--- config.mk ---
export PLATFORM = sky130hd
export DESIGN_NAME = pwm_flat
export DESIGN_NICKNAME = d
export VERILOG_FILES = /design/src/rtl/pwm_if.sv /design/src/rtl/pwm.sv /design/src/flat_wrapper.sv
export SDC_FILE = /design/constraint.sdc
export NUM_CORES = 2
export LEC_CHECK = 0
export ABC_AREA = 1
export CELL_PAD_IN_SITES_DETAIL_PLACEMENT = 1
export CELL_PAD_IN_SITES_GLOBAL_PLACEMENT = 1
export CORE_MARGIN = 8
export CORE_UTILIZATION = 29
export CTS_BUF_LIST = sky130_fd_sc_hd__clkbuf_8
export CTS_CLUSTER_DIAMETER = 100
export DETAILED_ROUTE_END_ITERATION = 8
export PLACE_DENSITY_LB_ADDON = 0.1
export SYNTH_ARGS = -nofsm -noshare
export SYNTH_HDL_FRONTEND = slang
export SYNTH_SLANG_ARGS = --single-unit
--- constraint.sdc ---
create_clock -name clk -period 21.1 [get_ports clk]
set_clock_uncertainty 0.2 [all_clocks]
set_input_delay 4.22 -clock clk [delete_from_list [all_inputs] [get_ports clk]]
set_output_delay 4.22 -clock clk [all_outputs]
set_load 0.005 [all_outputs]
--- src/rtl/pwm_if.sv ---
// Beat-stream bundle for the pointwise Montgomery multiplier: two lanes of operand
// pairs in, two lane results out, with valid and end-of-polynomial marker.
interface pwm_if #(
   parameter int unsigned DATA_WIDTH = 23
) ();

   logic                  in_en;
   logic [DATA_WIDTH-1:0] in [2][2];
   logic                  out_en;
   logic [DATA_WIDTH-1:0] out [2];
   logic                  out_last;

   modport master (
      output in_en,
      output in,
      input  out_en,
      input  out,
      input  out_last
   );

   modport slave (
      input  in_en,
      input  in,
      output out_en,
      output out,
      output out_last
   );

endinterface

--- src/rtl/pwm.sv ---
// pwm: two-lane pointwise Montgomery multiplier, one 3-stage reduction group per lane.
// Macro PWM_STD_DOMAIN_EN appends a second group multiplying by R2 (standard-domain output).
module pwm #(
   parameter int unsigned DATA_WIDTH = 23,
   parameter int unsigned Q          = 8380417,
   parameter int unsigned QINV       = 8380415,
   parameter int unsigned R2         = 49145,
   parameter int unsigned N          = 256
) (
   input  logic clk,
   input  logic rst,
   pwm_if.slave bus
);

   localparam int unsigned W = DATA_WIDTH;
`ifdef PWM_STD_DOMAIN_EN
   localparam int unsigned NumGroups = 2;
`else
   localparam int unsigned NumGroups = 1;
`endif
   localparam int unsigned L     = 3 * NumGroups;
   localparam int unsigned Beats = N / 2;
   localparam int unsigned CntW  = (Beats > 1) ? $clog2(Beats) : 1;

   localparam logic [W-1:0]    QinvW  = W'(QINV);
   localparam logic [W-1:0]    R2W    = W'(R2);
   localparam logic [2*W:0]    QExt   = (2*W+1)'(Q);
   localparam logic [W:0]      QT     = (W+1)'(Q);
   localparam logic [CntW-1:0] CntMax = CntW'(Beats - 1);

   logic [2*W-1:0] p1_q [NumGroups][2];
   logic [2*W-1:0] p1_d [NumGroups][2];
   logic [2*W-1:0] p2_q [NumGroups][2];
   logic [2*W-1:0] p2_d [NumGroups][2];
   logic [W-1:0]   m2_q [NumGroups][2];
   logic [W-1:0]   m2_d [NumGroups][2];
   logic [W-1:0]   r_q  [NumGroups][2];
   logic [W-1:0]   r_d  [NumGroups][2];

   logic [L-1:0]    vld_q, vld_d;
   logic [CntW-1:0] cnt_q, cnt_d;

   always_comb begin : p_pipe
      logic           grp_vld;
      logic [W-1:0]   op_a;
      logic [W-1:0]   op_b;
      logic [2*W:0]   sum;
      logic [W:0]     t;
      int             prev;
      grp_vld = 1'b0;
      op_a    = '0;
      op_b    = '0;
      sum     = '0;
      t       = '0;
      prev    = 0;
      p1_d    = p1_q;
      p2_d    = p2_q;
      m2_d    = m2_q;
      r_d     = r_q;
      vld_d   = {vld_q[L-2:0], bus.in_en};
      for (int g = 0; g < NumGroups; g++) begin
         prev    = (g == 0) ? 0 : g - 1;
         grp_vld = (g == 0) ? bus.in_en : vld_q[3*prev+2];
         for (int l = 0; l < 2; l++) begin
            // Later groups fold the previous result back by R2 to leave the Montgomery domain.
            op_a = (g == 0) ? bus.in[l][0] : r_q[prev][l];
            op_b = (g == 0) ? bus.in[l][1] : R2W;
            if (grp_vld) begin
               p1_d[g][l] = {{W{1'b0}}, op_a} * {{W{1'b0}}, op_b};
            end
            if (vld_q[3*g]) begin
               p2_d[g][l] = p1_q[g][l];
               m2_d[g][l] = p1_q[g][l][W-1:0] * QinvW;
            end
            if (vld_q[3*g+1]) begin
               // Full 2W+1 bits: p + m*Q can carry out of 2W before the shift.
               sum = {1'b0, p2_q[g][l]} + ({{(W+1){1'b0}}, m2_q[g][l]} * QExt);
               t   = sum[2*W:W];
               r_d[g][l] = (t >= QT) ? W'(t - QT) : t[W-1:0];
            end
         end
      end
   end

   always_comb begin : p_cnt
      cnt_d = cnt_q;
      if (vld_q[L-1]) begin
         cnt_d = (cnt_q == CntMax) ? '0 : cnt_q + 1'b1;
      end
   end

   always_ff @(posedge clk) begin : p_regs
      if (rst) begin
         vld_q <= '0;
         cnt_q <= '0;
         for (int g = 0; g < NumGroups; g++) begin
            for (int l = 0; l < 2; l++) begin
               p1_q[g][l] <= '0;
               p2_q[g][l] <= '0;
               m2_q[g][l] <= '0;
               r_q[g][l]  <= '0;
            end
         end
      end else begin
         vld_q <= vld_d;
         cnt_q <= cnt_d;
         p1_q  <= p1_d;
         p2_q  <= p2_d;
         m2_q  <= m2_d;
         r_q   <= r_d;
      end
   end

   always_comb begin : p_out
      bus.out_en   = vld_q[L-1];
      bus.out_last = vld_q[L-1] && (cnt_q == CntMax);
      for (int l = 0; l < 2; l++) begin
         bus.out[l] = r_q[NumGroups-1][l];
      end
   end

endmodule

--- src/flat_wrapper.sv ---
// flat-port wrapper written by rule: the top's interface ports become plain ports
module pwm_flat 
#(
   parameter int unsigned DATA_WIDTH = 23,
   parameter int unsigned Q          = 8380417,
   parameter int unsigned QINV       = 8380415,
   parameter int unsigned R2         = 49145,
   parameter int unsigned N          = 256
)
  (clk, rst, bus_in_en, bus_in, bus_out_en, bus_out, bus_out_last);
  pwm_if #(.DATA_WIDTH(DATA_WIDTH)) bus_i ();
  input  logic clk;
  input  logic rst;
  input wire logic [$bits(bus_i.in_en)-1:0] bus_in_en;
  input wire logic [$bits(bus_i.in)-1:0] bus_in;
  output wire logic [$bits(bus_i.out_en)-1:0] bus_out_en;
  output wire logic [$bits(bus_i.out)-1:0] bus_out;
  output wire logic [$bits(bus_i.out_last)-1:0] bus_out_last;
  assign bus_i.in_en = bus_in_en;
  assign bus_i.in = {>>{bus_in}};
  assign bus_out_en = bus_i.out_en;
  assign bus_out = {>>{bus_i.out}};
  assign bus_out_last = bus_i.out_last;
  pwm #(.DATA_WIDTH(DATA_WIDTH), .Q(Q), .QINV(QINV), .R2(R2), .N(N)) u_core (.clk(clk), .rst(rst), .bus(bus_i));
endmodule
# Word level (Yosys, flattened, before mapping)
# Cells that the tools add are included.
# word_totals
reg_bits,286
in_bits,95
output_inout_bits,48
# op_classes
addsub,5
mul,6
magnitude_cmp,2
eq_ne,1
n_mux,3
reduce_logical,1
# op_table
operator,count
$add 46x46->47,2
$mul 23x23->46,2
$mul 23x23->46 const B,2
$ge 24x23->1 const B,2
$mul 23x15->23 const B,2
$mux 23,2
$sub 23x23->23 const B,2
$add 7x1->7 const B,1
$eq 7x7->1 const B,1
$mux 7,1
$logic_and 1x1->1,1

# Longest topological paths before layout
# depth
word_depth,4
ltp_mapped,40

# Worst setup path before layout
# OpenSTA, ideal clock, no wires.
# synth_timing
path_kind,input to register
start,in bus_in[8]
end,reg u_core.p1_q[41] in the netlist's numbering
setup_ps,115
t_arrival_ps,10036
t_required_ps,20785
slack_ps,10748
path_stages,28
path_buffers,1
cell_sequence,clkbuf_1 nand2_1 fa_1 inv_1 fa_1 inv_1 fa_1 inv_1 fa_1 inv_1 fa_1 fa_1 inv_1 fa_1 ha_1 a21oi_1 o21a_1 nor2_1 nor2_1 nand2_1 a21oi_1 inv_1 a21oi_1 o21a_1 o21ai_0 xor2_1 o21ai_0 inv_1
# synth_via
elab_chain_cells,1
# synth_lines
element,line_no,source
"start, declared",flat_wrapper.sv:15,input wire logic [$bits(bus_i.in)-1:0] bus_in;
$mul 23x23->46,pwm.sv:69,"p1_d[g][l] = {{W{1'b0}}, op_a} * {{W{1'b0}}, op_b};"
"end signal, assigned",pwm.sv:107,p1_q <= p1_d;
"end, declared",pwm.sv:31,logic [2*W-1:0] p1_q [NumGroups][2];
# Every way passes these cells.
# A chain may end at the register's enable or synchronous reset.

# Final worst setup path
# layout_timing
start,in bus_in[53]
end,reg u_core.p1_q[86] in the netlist's numbering
# The elaborated chain is that of the path after synthesis.

==> results.md <==
- Die Outline Area: about 270,000 um2
- Routed len/inst: 20.2 um
- Total Negative Setup Slacks: 0 ns
- Adder-cell share of the synthesized area: a little over half
- Number of routed nets with antenna violations: 0
- Post-synth EDFFs: 0
- Max transition margin: about a fifth
- Maximum net fanout on the critical path: 23
- Post-cts sizing count: 0
- Detailed-placement wirelength estimate: about 220 mm
- Yosys Warn Count: 0
- Post-synthesis net count: between 10,000 and 15,000
- Number of core rows: between 150 and 200
- Critical Setup Path Class: in2reg
- Register-to-Register Setup Slack: ~12 ns
- Worst setup SP type: primary input
- Dominant cell type by count on the critical path: fa_1
- Register area share after synthesis: 7.64%
- Height of the die: roughly 520 um
- Final slew viol count: 0
- Cell Chain, Critical Path: clkdlybuf4s50_1, nand2_1, fa_1, inv_1, fa_1, fa_1, inv_1, fa_1, fa_1, fa_1, inv_1, fa_1, ha_1, nand2_1, nor2_1, nand2_1, nor4_1, a21oi_1, o21ai_0, nand3_1, nand2_1, xor2_1, o21ai_0, inv_1
- Width of the die: around 520 um
- Setup bufs post-CTS: 0
- Total length of routed wires: between 200 and 300 mm
- Number of port buffers: ~140
- Worst-Margin Slew: roughly 1.2 ns
- Layout area overhead: 8.41%
- Synth Area in XOR/XNOR: roughly 2.2%
- Number of buffers on the longest clock path: 3
- Post-synthesis share of cell area spent on and, or, nand and nor gates: between 10% and 20%
- Overflow left after global routing: 0
- Layout cells sized above 1: under 10%
- Source-to-sink clock delay at the later pin of the worst-skew pair: 0.73 ns
- Share of Yosys cell area claimed by the top area cell type: between 30% and 40%
- Top post-synthesis cells by count: inv_1, nand2_1, fa_1, ha_1, nor2_1
- Dominant cell type by area after synthesis: fa_1
- Gr usage total: 19.0%
- # H-tree levels: 2
- CP top delay family: adder cells
- Gate count of the mapped netlist: ~9,400
- Ys async rst share: 0%
- Critical Path Max Stage Delay: about 1.3 ns
- Total of endpoints with negative setup slack in the final report: 0
- Vias in the first global route: 65,500
- Max-cap violations: 0
- Top_reg_cell synth: dfxtp_1
- CTS tree: yes
- Number of design-rule violations left by the first detailed-router iteration: 2,733
- WP data arrival: 11.74 ns
- Initial standard-cell utilization of the core: 29.1%
- Setup repair after global routing missed its margin: false
- Minimum period implied by the final worst setup slack: between 10 and 15 ns
- Post-detailed-route via-to-cell ratio: 4.56
- Remaining DRCs: 0
- Total number of vias: roughly 58,000
- Final critical-path share of the clock period: 53.8%
- Top-level I/O count: around 140
- Number of antenna violations at the first check in global routing: 5
- Root Buffer: clkbuf_8
- WP buf/inv: 5
- Required time at the worst-slack endpoint: 21.50 ns
- Kind of end point of the critical path: flip-flop
- Share of cell area taken by muxes after synthesis: 0%
- Yosys reg bits: roughly 280
- Number of hold buffers added after cts: 0
- Unique masters post-synth: 56
- Leading cell type by number of instances after synthesis: inv_1
- Max stage delay cell, worst path: clkdlybuf4s50_1
- Compound-gate portion of the synthesized area: under 10%
- Nets: 11,800
- Hold crit path type: reg2reg
- Drt pass-1 iters: 5
- Total clock sinks: roughly 280
- Clock buffer count from CTS: between 50 and 60
- Largest net degree at the start of global routing: 86
- Weighted congestion reported at the end of routability-driven placement: approximately 0.85
- Clock-pin transition on the worst setup and hold timing paths: 0.06 ns
- Syn avg cell area: around 8.0 um2
- Placeable core area: 256,000 um2
- Synth area leaders: fa_1, ha_1, inv_1
- F_max: approximately 0.088 GHz
- Dominant combinational cell family by area after synthesis: adder cells
- First-pass GRT wire length: 401 mm
- Status: finished clean
- Syn Std Cell Area: between 70,000 and 80,000 um2
- Hold violation total from the final report: 0
==> area by class of cell <==
cell class,instances,area [um2]
fill,30800,175000
multi-input combinational,6220,58000
inverter,2567,9640
sequential,284,5690
tap,3384,4230
timing repair buffer,231,2020
clock buffer,62,853
clock inverter,35,256
antenna,2,5.00
==> path summary, 6_finish.rpt <==
check        cells past startpoint       startpoint           endpoint
max                             24       bus_in[53]    u_core.p1_q[86]
min                              2  u_core.cnt_q[6]    u_core.cnt_q[6]
max reg2reg                     30   u_core.m2_q[5]  u_core.bus.out[5]
min reg2reg                      2  u_core.cnt_q[6]    u_core.cnt_q[6]
==> registers in the layout, summed over array words and instances, names as in the netlist <==
name and flops:
u_core.vld_q 3, u_core.p2_q 90, u_core.bus.out 46, u_core.cnt_q 7
u_core.p1_q 92, u_core.m2_q 46
==> stage by stage <==
step           hold slack [ns]  util, %  cells  setup slack, ns  instance area (um2)
2_1_floorplan            0.226        -   9357            10.75                74500
3_3_place_gp             0.236     31.1  12700             9.12                79600
3_5_place_dp             0.248     31.1  12700             9.02                79600
4_1_cts                  0.257     31.5  12800             9.83                80700
5_1_grt                  0.282     31.5  12800             9.30                80700
6_report                 0.251     31.5  12800             9.76                80700
==> routing by layer <==
layer | part of all wire [%] | track usage (%)
met5 | 0.0054 | 0
met4 | 2.2 | 3.91
met3 | 3.8 | 2.38
met2 | 45 | 31.1
met1 | 49 | 26.9
==> tightest hold or removal path, cell delays in order, from the launching register on <==
cell and delay, ns:
dfxtp_1 0.31, inv_1 0.05, a21oi_1 0.05
==> cell families after synthesis <==
group / Yosys count
fa+ha+maj: 2333
compound gates: 908
simple gates: 2793
buf+inv: 2853
xor+xnor: 186
flops: 284
==> cell usage in the layout, fill, tap and decap left out, drive strengths merged, types with 10 or more instances in the layout <==
master         instances
a21oi                421
a31oi                 36
buf                  104
clkbuf                62
clkdlybuf4s50        127
clkinv                10
dfxtp                284
fa                  1458
ha                   875
inv                 2587
nand2               1914
nand3                203
nand3b                13
nand4                 46
nor2                 553
nor3                  36
o211ai                35
o21a                  15
o21ai                344
o21bai                22
xnor2                 92
xor2                  94
Power is left out: the tool's default activity adds up to more than one toggle a clock period on the data nets, which glitch-free logic cannot reach.
